--- src/rtl/mc_control_unit_if.sv ---
// Control-unit bus: instruction fields and memory handshake in, datapath strobes and selects out.
interface mc_control_unit_if #(
    parameter int unsigned OP_W    = 6,
    parameter int unsigned FUNCT_W = 6,
    parameter int unsigned ALUOP_W = 3
);
    logic [OP_W-1:0]    op;
    logic [FUNCT_W-1:0] funct;
    logic               mem_ready;
    logic               mem_req;
    logic               mem_read;
    logic               mem_write;
    logic               iord;
    logic               ir_write;
    logic               pc_write;
    logic               pc_write_cond;
    logic [1:0]         pc_source;
    logic               alu_src_a;
    logic [1:0]         alu_src_b;
    logic [ALUOP_W-1:0] alu_op;
    logic               reg_write;
    logic [1:0]         reg_dst;
    logic [1:0]         mem_to_reg;
    logic               illegal_op;
    logic [3:0]         state;

    // Control unit side
    modport master (
        input  op, funct, mem_ready,
        output mem_req, mem_read, mem_write, iord, ir_write, pc_write,
               pc_write_cond, pc_source, alu_src_a, alu_src_b, alu_op,
               reg_write, reg_dst, mem_to_reg, illegal_op, state
    );

    // Datapath side
    modport slave (
        output op, funct, mem_ready,
        input  mem_req, mem_read, mem_write, iord, ir_write, pc_write,
               pc_write_cond, pc_source, alu_src_a, alu_src_b, alu_op,
               reg_write, reg_dst, mem_to_reg, illegal_op, state
    );
endinterface

--- src/rtl/mc_control_unit.sv ---
// Multicycle MIPS control unit: fetch/decode/execute/memory/write-back FSM
// with a memory ready handshake. Outputs are combinational from state.
// Optional feature macro: MC_JUMP_LINK_EN enables jal and jr (JAL/JR states).
module mc_control_unit #(
    parameter int unsigned OP_W    = 6,
    parameter int unsigned FUNCT_W = 6,
    parameter int unsigned ALUOP_W = 3
) (
    input  logic              clk,
    input  logic              rst,
    mc_control_unit_if.master bus
);
    localparam logic [OP_W-1:0]    OP_RTYPE = OP_W'(6'b000000);
    localparam logic [OP_W-1:0]    OP_LW    = OP_W'(6'b100011);
    localparam logic [OP_W-1:0]    OP_SW    = OP_W'(6'b101011);
    localparam logic [OP_W-1:0]    OP_ADDI  = OP_W'(6'b001000);
    localparam logic [OP_W-1:0]    OP_ANDI  = OP_W'(6'b001100);
    localparam logic [OP_W-1:0]    OP_BEQ   = OP_W'(6'b000100);
    localparam logic [OP_W-1:0]    OP_J     = OP_W'(6'b000010);
`ifdef MC_JUMP_LINK_EN
    localparam logic [OP_W-1:0]    OP_JAL   = OP_W'(6'b000011);
`endif
    localparam logic [FUNCT_W-1:0] FN_JR    = FUNCT_W'(6'b001000);

    localparam logic [ALUOP_W-1:0] ALU_FUNCT = ALUOP_W'(3'b000);
    localparam logic [ALUOP_W-1:0] ALU_ADD   = ALUOP_W'(3'b001);
    localparam logic [ALUOP_W-1:0] ALU_ADDI  = ALUOP_W'(3'b010);
    localparam logic [ALUOP_W-1:0] ALU_ANDI  = ALUOP_W'(3'b011);
    localparam logic [ALUOP_W-1:0] ALU_SUB   = ALUOP_W'(3'b110);

    typedef enum logic [3:0] {
        S_FETCH    = 4'd0,
        S_DECODE   = 4'd1,
        S_MEM_ADDR = 4'd2,
        S_MEM_RD   = 4'd3,
        S_MEM_WB   = 4'd4,
        S_MEM_WR   = 4'd5,
        S_EXEC     = 4'd6,
        S_ALU_WB   = 4'd7,
        S_BRANCH   = 4'd8,
        S_JUMP     = 4'd9,
        S_IMM_EXEC = 4'd10,
        S_IMM_WB   = 4'd11,
        S_JAL      = 4'd12,
        S_JR       = 4'd13
    } state_t;

    state_t state_q;
    state_t state_d;
    state_t decode_next;
    logic   decode_legal;

    // State register, synchronous reset back to FETCH from any state
    always_ff @(posedge clk) begin
        if (rst) begin
            state_q <= S_FETCH;
        end else begin
            state_q <= state_d;
        end
    end

    // Opcode decode: dispatch target out of DECODE and legality flag
    always_comb begin
        decode_next  = S_FETCH;
        decode_legal = 1'b1;
        case (bus.op)
            OP_RTYPE: begin
                if (bus.funct == FN_JR) begin
`ifdef MC_JUMP_LINK_EN
                    decode_next  = S_JR;
`else
                    decode_legal = 1'b0;
`endif
                end else begin
                    decode_next = S_EXEC;
                end
            end
            OP_LW, OP_SW:     decode_next = S_MEM_ADDR;
            OP_ADDI, OP_ANDI: decode_next = S_IMM_EXEC;
            OP_BEQ:           decode_next = S_BRANCH;
            OP_J:             decode_next = S_JUMP;
`ifdef MC_JUMP_LINK_EN
            OP_JAL:           decode_next = S_JAL;
`endif
            default:          decode_legal = 1'b0;
        endcase
    end

    // Next-state logic; memory states hold until mem_ready
    always_comb begin
        state_d = state_q;
        case (state_q)
            S_FETCH:    if (bus.mem_ready) state_d = S_DECODE;
            S_DECODE:   state_d = decode_next;
            S_MEM_ADDR: state_d = (bus.op == OP_SW) ? S_MEM_WR : S_MEM_RD;
            S_MEM_RD:   if (bus.mem_ready) state_d = S_MEM_WB;
            S_MEM_WR:   if (bus.mem_ready) state_d = S_FETCH;
            S_EXEC:     state_d = S_ALU_WB;
            S_IMM_EXEC: state_d = S_IMM_WB;
            default:    state_d = S_FETCH;
        endcase
    end

    // Output decode from state; everything held at zero during reset
    always_comb begin
        bus.mem_req       = 1'b0;
        bus.mem_read      = 1'b0;
        bus.mem_write     = 1'b0;
        bus.iord          = 1'b0;
        bus.ir_write      = 1'b0;
        bus.pc_write      = 1'b0;
        bus.pc_write_cond = 1'b0;
        bus.pc_source     = 2'b00;
        bus.alu_src_a     = 1'b0;
        bus.alu_src_b     = 2'b00;
        bus.alu_op        = '0;
        bus.reg_write     = 1'b0;
        bus.reg_dst       = 2'b00;
        bus.mem_to_reg    = 2'b00;
        bus.illegal_op    = 1'b0;
        bus.state         = 4'd0;
        if (!rst) begin
            bus.state = state_q;
            case (state_q)
                S_FETCH: begin
                    bus.mem_req   = 1'b1;
                    bus.mem_read  = 1'b1;
                    bus.alu_src_b = 2'b01;
                    bus.alu_op    = ALU_ADD;
                    bus.ir_write  = bus.mem_ready;
                    bus.pc_write  = bus.mem_ready;
                end
                S_DECODE: begin
                    bus.alu_src_b  = 2'b11;
                    bus.alu_op     = ALU_ADD;
                    bus.illegal_op = !decode_legal;
                end
                S_MEM_ADDR: begin
                    bus.alu_src_a = 1'b1;
                    bus.alu_src_b = 2'b10;
                    bus.alu_op    = ALU_ADD;
                end
                S_MEM_RD: begin
                    bus.mem_req  = 1'b1;
                    bus.mem_read = 1'b1;
                    bus.iord     = 1'b1;
                end
                S_MEM_WB: begin
                    bus.reg_write  = 1'b1;
                    bus.mem_to_reg = 2'b01;
                end
                S_MEM_WR: begin
                    bus.mem_req   = 1'b1;
                    bus.mem_write = 1'b1;
                    bus.iord      = 1'b1;
                end
                S_EXEC: begin
                    bus.alu_src_a = 1'b1;
                    bus.alu_op    = ALU_FUNCT;
                end
                S_ALU_WB: begin
                    bus.reg_write = 1'b1;
                    bus.reg_dst   = 2'b01;
                end
                S_IMM_EXEC: begin
                    bus.alu_src_a = 1'b1;
                    bus.alu_src_b = 2'b10;
                    bus.alu_op    = (bus.op == OP_ADDI) ? ALU_ADDI : ALU_ANDI;
                end
                S_IMM_WB: begin
                    bus.reg_write = 1'b1;
                end
                S_BRANCH: begin
                    bus.alu_src_a     = 1'b1;
                    bus.alu_op        = ALU_SUB;
                    bus.pc_write_cond = 1'b1;
                    bus.pc_source     = 2'b01;
                end
                S_JUMP: begin
                    bus.pc_write  = 1'b1;
                    bus.pc_source = 2'b10;
                end
`ifdef MC_JUMP_LINK_EN
                S_JAL: begin
                    bus.pc_write   = 1'b1;
                    bus.pc_source  = 2'b10;
                    bus.reg_write  = 1'b1;
                    bus.reg_dst    = 2'b10;
                    bus.mem_to_reg = 2'b10;
                end
                S_JR: begin
                    bus.pc_write  = 1'b1;
                    bus.pc_source = 2'b11;
                end
`endif
                default: ;
            endcase
        end
    end
endmodule

--- src/flat_wrapper.sv ---
// flat-port wrapper written by rule: the top's interface ports become plain ports
module mc_control_unit_flat 
#(
    parameter int unsigned OP_W    = 6,
    parameter int unsigned FUNCT_W = 6,
    parameter int unsigned ALUOP_W = 3
)
  (clk, rst, bus_op, bus_funct, bus_mem_ready, bus_mem_req, bus_mem_read, bus_mem_write, bus_iord, bus_ir_write, bus_pc_write, bus_pc_write_cond, bus_pc_source, bus_alu_src_a, bus_alu_src_b, bus_alu_op, bus_reg_write, bus_reg_dst, bus_mem_to_reg, bus_illegal_op, bus_state);
  mc_control_unit_if #(.OP_W(OP_W), .FUNCT_W(FUNCT_W), .ALUOP_W(ALUOP_W)) bus_i ();
  input  logic clk;
  input  logic rst;
  input wire logic [$bits(bus_i.op)-1:0] bus_op;
  input wire logic [$bits(bus_i.funct)-1:0] bus_funct;
  input wire logic [$bits(bus_i.mem_ready)-1:0] bus_mem_ready;
  output wire logic [$bits(bus_i.mem_req)-1:0] bus_mem_req;
  output wire logic [$bits(bus_i.mem_read)-1:0] bus_mem_read;
  output wire logic [$bits(bus_i.mem_write)-1:0] bus_mem_write;
  output wire logic [$bits(bus_i.iord)-1:0] bus_iord;
  output wire logic [$bits(bus_i.ir_write)-1:0] bus_ir_write;
  output wire logic [$bits(bus_i.pc_write)-1:0] bus_pc_write;
  output wire logic [$bits(bus_i.pc_write_cond)-1:0] bus_pc_write_cond;
  output wire logic [$bits(bus_i.pc_source)-1:0] bus_pc_source;
  output wire logic [$bits(bus_i.alu_src_a)-1:0] bus_alu_src_a;
  output wire logic [$bits(bus_i.alu_src_b)-1:0] bus_alu_src_b;
  output wire logic [$bits(bus_i.alu_op)-1:0] bus_alu_op;
  output wire logic [$bits(bus_i.reg_write)-1:0] bus_reg_write;
  output wire logic [$bits(bus_i.reg_dst)-1:0] bus_reg_dst;
  output wire logic [$bits(bus_i.mem_to_reg)-1:0] bus_mem_to_reg;
  output wire logic [$bits(bus_i.illegal_op)-1:0] bus_illegal_op;
  output wire logic [$bits(bus_i.state)-1:0] bus_state;
  assign bus_i.op = bus_op;
  assign bus_i.funct = bus_funct;
  assign bus_i.mem_ready = bus_mem_ready;
  assign bus_mem_req = bus_i.mem_req;
  assign bus_mem_read = bus_i.mem_read;
  assign bus_mem_write = bus_i.mem_write;
  assign bus_iord = bus_i.iord;
  assign bus_ir_write = bus_i.ir_write;
  assign bus_pc_write = bus_i.pc_write;
  assign bus_pc_write_cond = bus_i.pc_write_cond;
  assign bus_pc_source = bus_i.pc_source;
  assign bus_alu_src_a = bus_i.alu_src_a;
  assign bus_alu_src_b = bus_i.alu_src_b;
  assign bus_alu_op = bus_i.alu_op;
  assign bus_reg_write = bus_i.reg_write;
  assign bus_reg_dst = bus_i.reg_dst;
  assign bus_mem_to_reg = bus_i.mem_to_reg;
  assign bus_illegal_op = bus_i.illegal_op;
  assign bus_state = bus_i.state;
  mc_control_unit #(.OP_W(OP_W), .FUNCT_W(FUNCT_W), .ALUOP_W(ALUOP_W)) u_core (.clk(clk), .rst(rst), .bus(bus_i));
endmodule
--- config.mk ---
export PLATFORM = sky130hd
export DESIGN_NAME = mc_control_unit_flat
export DESIGN_NICKNAME = d
export VERILOG_FILES = /design/src/rtl/mc_control_unit_if.sv /design/src/rtl/mc_control_unit.sv /design/src/flat_wrapper.sv
export SDC_FILE = /design/constraint.sdc
export NUM_CORES = 1
export LEC_CHECK = 0
export CAP_MARGIN = 0
export CELL_PAD_IN_SITES_DETAIL_PLACEMENT = 2
export CELL_PAD_IN_SITES_GLOBAL_PLACEMENT = 2
export CORE_UTILIZATION = 19
export DETAILED_ROUTE_END_ITERATION = 7
export HOLD_SLACK_MARGIN = 0.15
export PLACE_DENSITY_LB_ADDON = 0.1
export SYNTH_ARGS = -nofsm -noshare
export SYNTH_HDL_FRONTEND = slang
export SYNTH_SLANG_ARGS = --single-unit
--- constraint.sdc ---
create_clock -name clk -period 1.6 [get_ports clk]
set_input_delay 0.16 -clock clk [delete_from_list [all_inputs] [get_ports clk]]
set_output_delay 0.16 -clock clk [all_outputs]
set_load 0.05 [all_outputs]
* Word level (Yosys, flattened, before mapping) *
Index checks and enable logic that the tools add are counted.

cells by class
  eq/ne operators = 21
  mux-type cells = 41
  reduce and logical (&&, ||, !) cells = 14

operator list
  cell                                                  count
  one-hot mux 4 bit (7 select lines)                    1
  2-to-1 mux 1 bit                                      23
  one-hot mux 4 bit (5 select lines)                    1
  equality test 6 x 4 -> 1 bit (second input constant)  3
  equality test 4 x 3 -> 1 bit (second input constant)  4
  equality test 4 bit (second input constant)           4
  2-to-1 mux 4 bit                                      4
  equality test 6 bit (second input constant)           2
  OR reduction 2 bit                                    5
  2-to-1 mux 3 bit                                      3
  one-hot mux 3 bit (3 select lines)                    1
  OR reduction 3 bit                                    3
  equality test 4 x 2 -> 1 bit (second input constant)  2
  2-to-1 mux 2 bit                                      4
  equality test 6 x 2 -> 1 bit (second input constant)  1
  equality test 6 x 3 -> 1 bit (second input constant)  1
  logical NOT 6 bit                                     1
  inequality test 2 bit (second input constant)         3
  one-hot mux 2 bit (3 select lines)                    1
  OR reduction 6 bit                                    1
  equality test 4 x 1 -> 1 bit (second input constant)  1
  logical NOT 4 bit                                     1
  one-hot mux 1 bit (2 select lines)                    2
  one-hot mux 2 bit (2 select lines)                    1
  other kinds (3)                                       3

storage, ports and cells
  flip-flop bits (word level) = 4
  input bits = 15
  output and inout bits = 25
  logic and storage cells = 77

* Logic depth before layout (Yosys ltp) *
Gate-level depths: netlist of the first run.

  depth after elaboration = 6
  gate-level depth with buffers = 6
  gate-level depth less buffers = 4

* Worst setup path after synthesis of the first run *
No wires, ideal clock.

  path type = register to output
  from = register u_core.state_q[0]
  to = output port bus_pc_write
  data arrival time = 2.929 ns
  required time = 1.440 ns
  slack = -1.489 ns
  cell stages (with the launch flop) = 6
  buffers on the path = 1
  cells stage by stage = dfxtp_1 -> buf_2 -> nor2b_1 -> nand2_1 -> nor3_1 -> or2_2

on the way
  longest elaborated chain between the ends = 3
  elaborated cells on any way between the ends = 4
  classes of those cells = eq/ne (1); mux (2); reduce/logical (1)

ends and longest elaborated chain
  what                                                      RTL line                RTL
  start, declared                                           mc_control_unit.sv:48   state_t state_q;
  start signal, assigned                                    mc_control_unit.sv:58   state_q <= state_d;
  equality test 4 bit or logical NOT 4 bit (tied branches)  mc_control_unit.sv:124  case (state_q)
  one-hot mux 1 bit (2 select lines) *                      mc_control_unit.sv:124
  2-to-1 mux 1 bit *                                        mc_control_unit.sv:122  if (!rst) begin
  end, declared                                             flat_wrapper.sv:20      output wire logic [$bits(bus_i.pc_write)-1:0] bus_pc_write;

Mark *: on every way between the ends. The rest lies on a longest branch, timed or not.

* Worst setup path in the final report of the first run *
  from = input port bus_funct[0]
  to = output port bus_illegal_op

on the way
  longest elaborated chain between the ends = 6

ends and longest elaborated chain
  what                                RTL line                RTL
  start, declared                     flat_wrapper.sv:13      input wire logic [$bits(bus_i.funct)-1:0] bus_funct;
  equality test 6 x 4 -> 1 bit        mc_control_unit.sv:68   if (bus.funct == FN_JR) begin
  2-to-1 mux 1 bit                    mc_control_unit.sv:68
  one-hot mux 1 bit (2 select lines)  mc_control_unit.sv:66   case (bus.op)
  logical NOT 1 bit                   mc_control_unit.sv:136  bus.illegal_op = !decode_legal;
  2-to-1 mux 1 bit                    mc_control_unit.sv:124
  2-to-1 mux 1 bit                    mc_control_unit.sv:122
  end, declared                       flat_wrapper.sv:29      output wire logic [$bits(bus_i.illegal_op)-1:0] bus_illegal_op;

Every way passes these cells.

==> impl_metrics.ini, run 1 <==
[global_route]
antenna_found_initial = 0
grt_use_total_pct = 18.86
grt_pass1_vias = 1152
grt_pass1_wl_mm = 5.906
globalRouteOverflowTotal = 0
grt_max_degree = 12

[cts]
cts-root-buf = clkbuf_8
cts.clk_slew.worst_paths_ns = 0.03
max-clock-path-buffers = 2
clkSinkCount = 4
clock_latency_ns = 0.22
h-tree-depth = 1
holdBufCountCts = 0
cts_tree = done
cts_buffers = 3

[finish]
regArea_um2 = 95.09
largest_register_ffs = 4
final_cell_mix = buf_4 (30), buf_12 (23), nor2_1 (9)
layout_commonest_cell = buf_4
diodes = 0
reg.largest.list = u_core.state_q (4)
final_cell_area_um2 = 1839
areaGrowthSynthToFinish_pct = 158.8
multiInputGateArea_um2 = 724.4
drive_gt1_share_pct = 62.20
top_register = u_core.state_q
num-nets-final = 181
nFillCells = 359

[setup_path]
crit_required_ns = 1.44
r2r.worst_path.cells = 4
r2r_start = u_core.state_q[0]
reg2reg_to = u_core.state_q[1]
critPathKind = input port to primary output
start_kind = input port
critPathArrivalTime_ns = 1.52
r2r_slack_ns = 0.10
crit_start = bus_funct[0]
crit_fanout = 2
cp-end-kind = primary output

[run]
maxCapViolCount = 0

[drt]
via_count = 1033
viasPerCell = 4.919
antenna_left = 0
firstDrtPassIters = 4
drt_iter0_drc = 10
wirelength_mm = 3.766
drc = 0
routedWlPerCell_um = 17.93

[placement]
place_hpwl_mm = 2.763
io_buffers = 37
place_area_um2 = 1623
gp_congestion = 0.7513

[power]
p_leak_uw = 0.0007712
max-vdd-ir-drop_v = 0.0003252
p_per_area_nw_per_um2 = 709.1

[sta]
setup_tns_ns = -0.07516
hold_viol = 0
setup_viol = 1
finalCritPeriodShare_pct = 104.7
worst_slack_ns = -0.07516
maxSlewViolCount = 0
min_period_ns = 1.675
final.setup_skew_ns = 0.009190
clock.fmax_ghz = 0.5970
rsz0062_at_grt = yes

[floorplanning]
std_cell_rows = 21
ioPinCount = 40
fp.dieW_um = 63.16
dieHeight_um = 63.16
initial_core_util_pct = 20.49
core_um2 = 3468
dieArea_um2 = 3989

[yosys]
synth_seq_cells = 4
synth-warning-count = 0
synth_top_flop_cell = dfxtp_1
synth_edf_count = 0
avgSynthCellArea_um2 = 7.107
async_reset_ff_share_pct = 0
yosysSeqAreaShare_pct = 11.27
synth.distinct_cells = 45
syn-cell-area_um2 = 710.7
syn_inst = 100

[outcome]
violations = negative setup slack
status = complete, but fails checks

[min_path]
hold_depth = 6
min_from = bus_op[3]
min_to = u_core.state_q[3]
worstHoldPathType = input port to flop
[critical path: stages]
cell and delay [ns]:
buf_2 0.09, or4b_1 0.49, o311a_1 0.34, nor3_2 0.23, clkbuf_16 0.20
[final cells by class]
cell class,count,share of cell area [%]
Timing Repair Buffer,74,49.46
Multi-Input combinational cell,80,39.39
Sequential cell,4,5.170
Tap cell,46,3.129
Clock buffer,3,2.245
Inverter,3,0.6122
[power breakdown]
group          leakage (uW)  internal, uW  switching, uW
clock             0.0000216           161           58.6
combinational      0.000714           445            493
sequential        0.0000356           116           30.5
total              0.000771           722            582
[how the worst max path moves through the flow]
stage / endpoint
CTS: bus_illegal_op
global placement: bus_illegal_op
finish: bus_illegal_op
global route: bus_illegal_op
detailed placement: bus_illegal_op
floorplan: bus_alu_op[2]
[Yosys cell counts (all sizes together) (3+ instances only)]
| library cell | count | area share (%) |
|---|---|---|
| buf | 7 | 8.1 |
| clkbuf | 7 | 9.3 |
| nand2 | 6 | 3.2 |
| nor2 | 11 | 5.8 |
| nor3 | 7 | 4.9 |
| o21ai | 5 | 3.5 |
| inv | 3 | 1.6 |
| nor4 | 4 | 3.5 |
| nor2b | 4 | 3.5 |
| or2 | 3 | 2.6 |
| dfxtp | 4 | 11 |
| xnor2 | 3 | 3.7 |
| a21oi | 4 | 3.3 |
[through the flow]
step	worst slack [ns]	power, uW	cells	utilization (%)	hold slack [ns]
after floorplan	-0.3104	610.1	101	-	0.3637
final	-0.07516	1304	210	53.03	0.5846
after global placement	-0.3849	974.2	200	46.79	0.5842
after detailed placement	-0.3927	1000	200	46.79	0.6008
after global routing	-0.1335	1365	210	53.03	0.6074
after CTS	-0.1387	1289	207	51.37	0.5761
[layer usage]
layer	global-route usage, %	up-vias	part of all wire (%)
li1	-	483	-
met1	20.69	505	39
met2	37.63	39	56
met3	1.993	6	3.3
met4	4.360	0	1.6
met5	0	-	0
[kinds of logic (layout without fill, tap and decap cells)]
group / after synthesis / count (layout) / share of synthesized area [%]
AOI/OAI and AO/OA: 21 / 21 / 21.30
xor gates and xnor gates: 5 / 5 / 6.163
buffers and inverters: 17 / 80 / 19.01
DFF: 4 / 4 / 11.27
other: 1 / 2 / 0.5277
and+or+nand+nor: 52 / 52 / 41.72
[timing repair]
item,CTS,global route
resized for setup,38,12
pin swaps,7,10
buffers inserted,4,3
setup endpoints to repair,21,14
hold endpoints to repair,0,0
Power figures use the tool's default switching activity.
==> inputs of run 2 (changes only) <==
CELL_PAD_IN_SITES_DETAIL_PLACEMENT = default   (was 2)
CELL_PAD_IN_SITES_GLOBAL_PLACEMENT = default   (was 2)
CORE_UTILIZATION = 38   (was 19)
PLACE_DENSITY = 0.8   (was default)
PLACE_DENSITY_LB_ADDON = default   (was 0.1)
==> run 2 against run 1 <==
  * The flow now stops in global routing (5_1_grt)
  * Synthesized cell count unchanged
  * Area after synthesis stayed put
==> impl_metrics.ini, run 2 <==
[yosys]
synth_seq_cells = 4
synth.distinct_cells = 45
syn_inst = 100
yosysMostFrequentCell = nor2_1
syn-cell-area_um2 = 710.7
synth.top_cells.by_count = nor2_1 (11), nor3_1 (7), nand2_1 (6)
async_reset_ff_share_pct = 0
synth_top_cell_area_share_pct = 11.27
avgSynthCellArea_um2 = 7.107
synth.largest_area_cell = dfxtp_1
synth_top_flop_cell = dfxtp_1
synth_area_leaders = dfxtp_1 (11%), clkbuf_8 (7.7%), nor2_1 (5.8%)
yosysSeqAreaShare_pct = 11.27
synth_edf_count = 0
synth-warning-count = 0

[placement]
pre_cts_slack_ns = -0.4216
place_hpwl_mm = 2.248
gp_congestion = 0.8877
io_buffers = 37

[cts]
max-clock-path-buffers = 2
cts-root-buf = clkbuf_4
holdBufCountCts = 0
h-tree-depth = 1
cts_buffers = 3
clkSinkCount = 4

[sta]
postGrtWorstEndpoint = bus_illegal_op
worst_endpoint_kind = primary output

[global_route]
grt_max_degree = 11

[floorplanning]
fp.dieW_um = 45.25
dieHeight_um = 45.25
initial_core_util_pct = 40.72
std_cell_rows = 15
ioPinCount = 40

[outcome]
haltStage = global routing (5_1_grt)
status = did not finish
error_line = [ERROR DPL-0038] Utilization greater than 100%, impossible to legalize
-- run 2: cell counts after synthesis --
No cell type changed its count.
-- run 2: stage by stage --
stage          area (um2)  std cells  hold slack (ns)  setup TNS (ns)
4_1_cts              1677        185           0.5130         -0.1338
3_5_place_dp         1546        174           0.6734          -2.644
3_3_place_gp         1546        174           0.6547          -1.826
2_1_floorplan       867.1        101           0.3637          -1.754
-- run 2: logic make-up after synthesis --
kind of cell / after synthesis / synth area share (%)
compound gates: 21 / 21.30
xor+xnor: 5 / 6.163
buf+inv: 17 / 19.01
flops: 4 / 11.27
other cells: 1 / 0.5277
simple gates: 52 / 41.72
-- run 2: timing repair --
action	4_1_cts
pin swaps	8
endpoints found under the setup margin	19
resized for setup	42
buffers inserted	8
==> inputs of run 3 (changes only) <==
CORE_AREA = 2 2 63 65   (was default)
CORE_UTILIZATION = default   (was 38)
DIE_AREA = 0 0 65 67   (was default)
HOLD_SLACK_MARGIN = default   (was 0.15)
PLACE_DENSITY = default   (was 0.8)
PLACE_DENSITY_LB_ADDON = 0.15   (was default)
==> run 3 against run 2 <==
  * The flow now finishes, with violations (negative setup slack)
==> impl_metrics.ini, run 3 (synthesis gave the netlist of run 1 again) <==
[drt]
drt_iter0_drc = 39
firstDrtPassIters = 4
routedWlPerCell_um = 13.06
antenna_left = 0
via_count = 990
drc = 0
viasPerCell = 4.648
wirelength_mm = 2.782

[sta]
worst_slack_ns = -0.04001
rsz0062_at_grt = yes
final.setup_skew_ns = 0.002460
maxSlewViolCount = 0
hold_slack_ns = 0.5298
min_period_ns = 1.640
finalCritPeriodShare_pct = 102.5
hold_viol = 0
setup_viol = 2
clock.fmax_ghz = 0.6098

[finish]
diodes = 0
areaGrowthSynthToFinish_pct = 160.2
largest_register_ffs = 4
drive_gt1_share_pct = 63.03
top_register = u_core.state_q
layout_commonest_cell = buf_4
final_cell_mix = buf_4 (31), buf_12 (24), nor2_1 (10)
instances_no_fill = 213
final_cell_area_um2 = 1849
num-nets-final = 182
reg.largest.list = u_core.state_q (4)

[setup_path]
worst_path_max_delay_cell = or4b_1
cp-end-kind = primary output
critPathKind = input port to primary output
r2r_start = u_core.state_q[0]
crit_start = bus_funct[1]
cpPeakStageDelay_ns = 0.50
critPathArrivalTime_ns = 1.48
cp_cell_sequence = clkbuf_2 > or4b_1 > o311a_1 > nor3_4 > buf_12
start_kind = input port
crit_required_ns = 1.44
crit_fanout = 2

[floorplanning]
dieArea_um2 = 4355
core_um2 = 3606
fp.dieW_um = 65
dieHeight_um = 67
std_cell_rows = 22
initial_core_util_pct = 19.71
ioPinCount = 40

[outcome]
status = complete, but fails checks
violations = negative setup slack

[power]
power_uw = 1308
p_per_area_nw_per_um2 = 707.1
max-vdd-ir-drop_v = 0.0002861
p_leak_uw = 0.0007647

[cts]
cts.clk_slew.worst_paths_ns = 0.03
holdBufCountCts = 0
h-tree-depth = 1
cts-root-buf = clkbuf_8
clkSinkCount = 4
clock_latency_ns = 0.22
cts_tree = done
cts_buffers = 3
max-clock-path-buffers = 2

[placement]
place_inst = 207
place_area_um2 = 1663
place_hpwl_mm = 2.243
gp_congestion = 0.8059
io_buffers = 37
pre_cts_slack_ns = -0.3882

[min_path]
worstHoldPathType = input port to flop
min_from = bus_op[3]

[run]
maxCapViolCount = 0

[global_route]
globalRouteOverflowTotal = 0
grt_pass1_wl_mm = 4.505
grt_max_degree = 14
antenna_found_initial = 0
grt_pass1_vias = 984
grt_use_total_pct = 13.11
## run 3: metrics by stage
stage / setup TNS (ns) / util [%]
2_1_floorplan: -1.754 / -
3_3_place_gp: -2.062 / 46.11
3_5_place_dp: -2.054 / 46.11
4_1_cts: -0.1221 / 49.76
5_1_grt: -0.2791 / 51.28
6_report: -0.04711 / 51.28
## run 3: worst paths after layout
check                      end  slack (ns)  cells after the start
max             bus_illegal_op       -0.04                      5
min reg2reg  u_core.state_q[3]        0.69                      4
max reg2reg  u_core.state_q[1]        0.22                      5
min          u_core.state_q[0]        0.53                      6
## run 3: layout make-up
class	instances	area [um2]
tap	48	60.06
timing repair buffer	75	900.9
fill	348	1757
multi-input combinational	80	743.2
sequential	4	92.59
clock buffer	3	41.29
inverter	3	11.26
## run 3: layer usage
layer  global-route usage (%)  up-vias  part of all wire, %
li1                         -      486                    -
met5                        0        -                    0
met4                    4.787        0                 0.75
met1                    14.11      468                   39
met2                    25.77       33                   56
met3                    1.689        3                  4.4
## run 3: critical path: cells and delay by family
kind / cells / cell delay (ns)
buf+inv: 2 / 0.24
simple gates: 2 / 0.73
compound gates: 1 / 0.35
## run 3: timing repair
action                     4_1_cts  5_1_grt
setup buffers                    1        3
gates resized for setup         34       16
hold endpoints to repair         0        0
pin swaps                       10       11
setup endpoints to repair       18       12
## run 3: where the power goes
part	switching, uW	internal, uW
sequential	19.7	117
clock	52.5	160
combinational	484	474
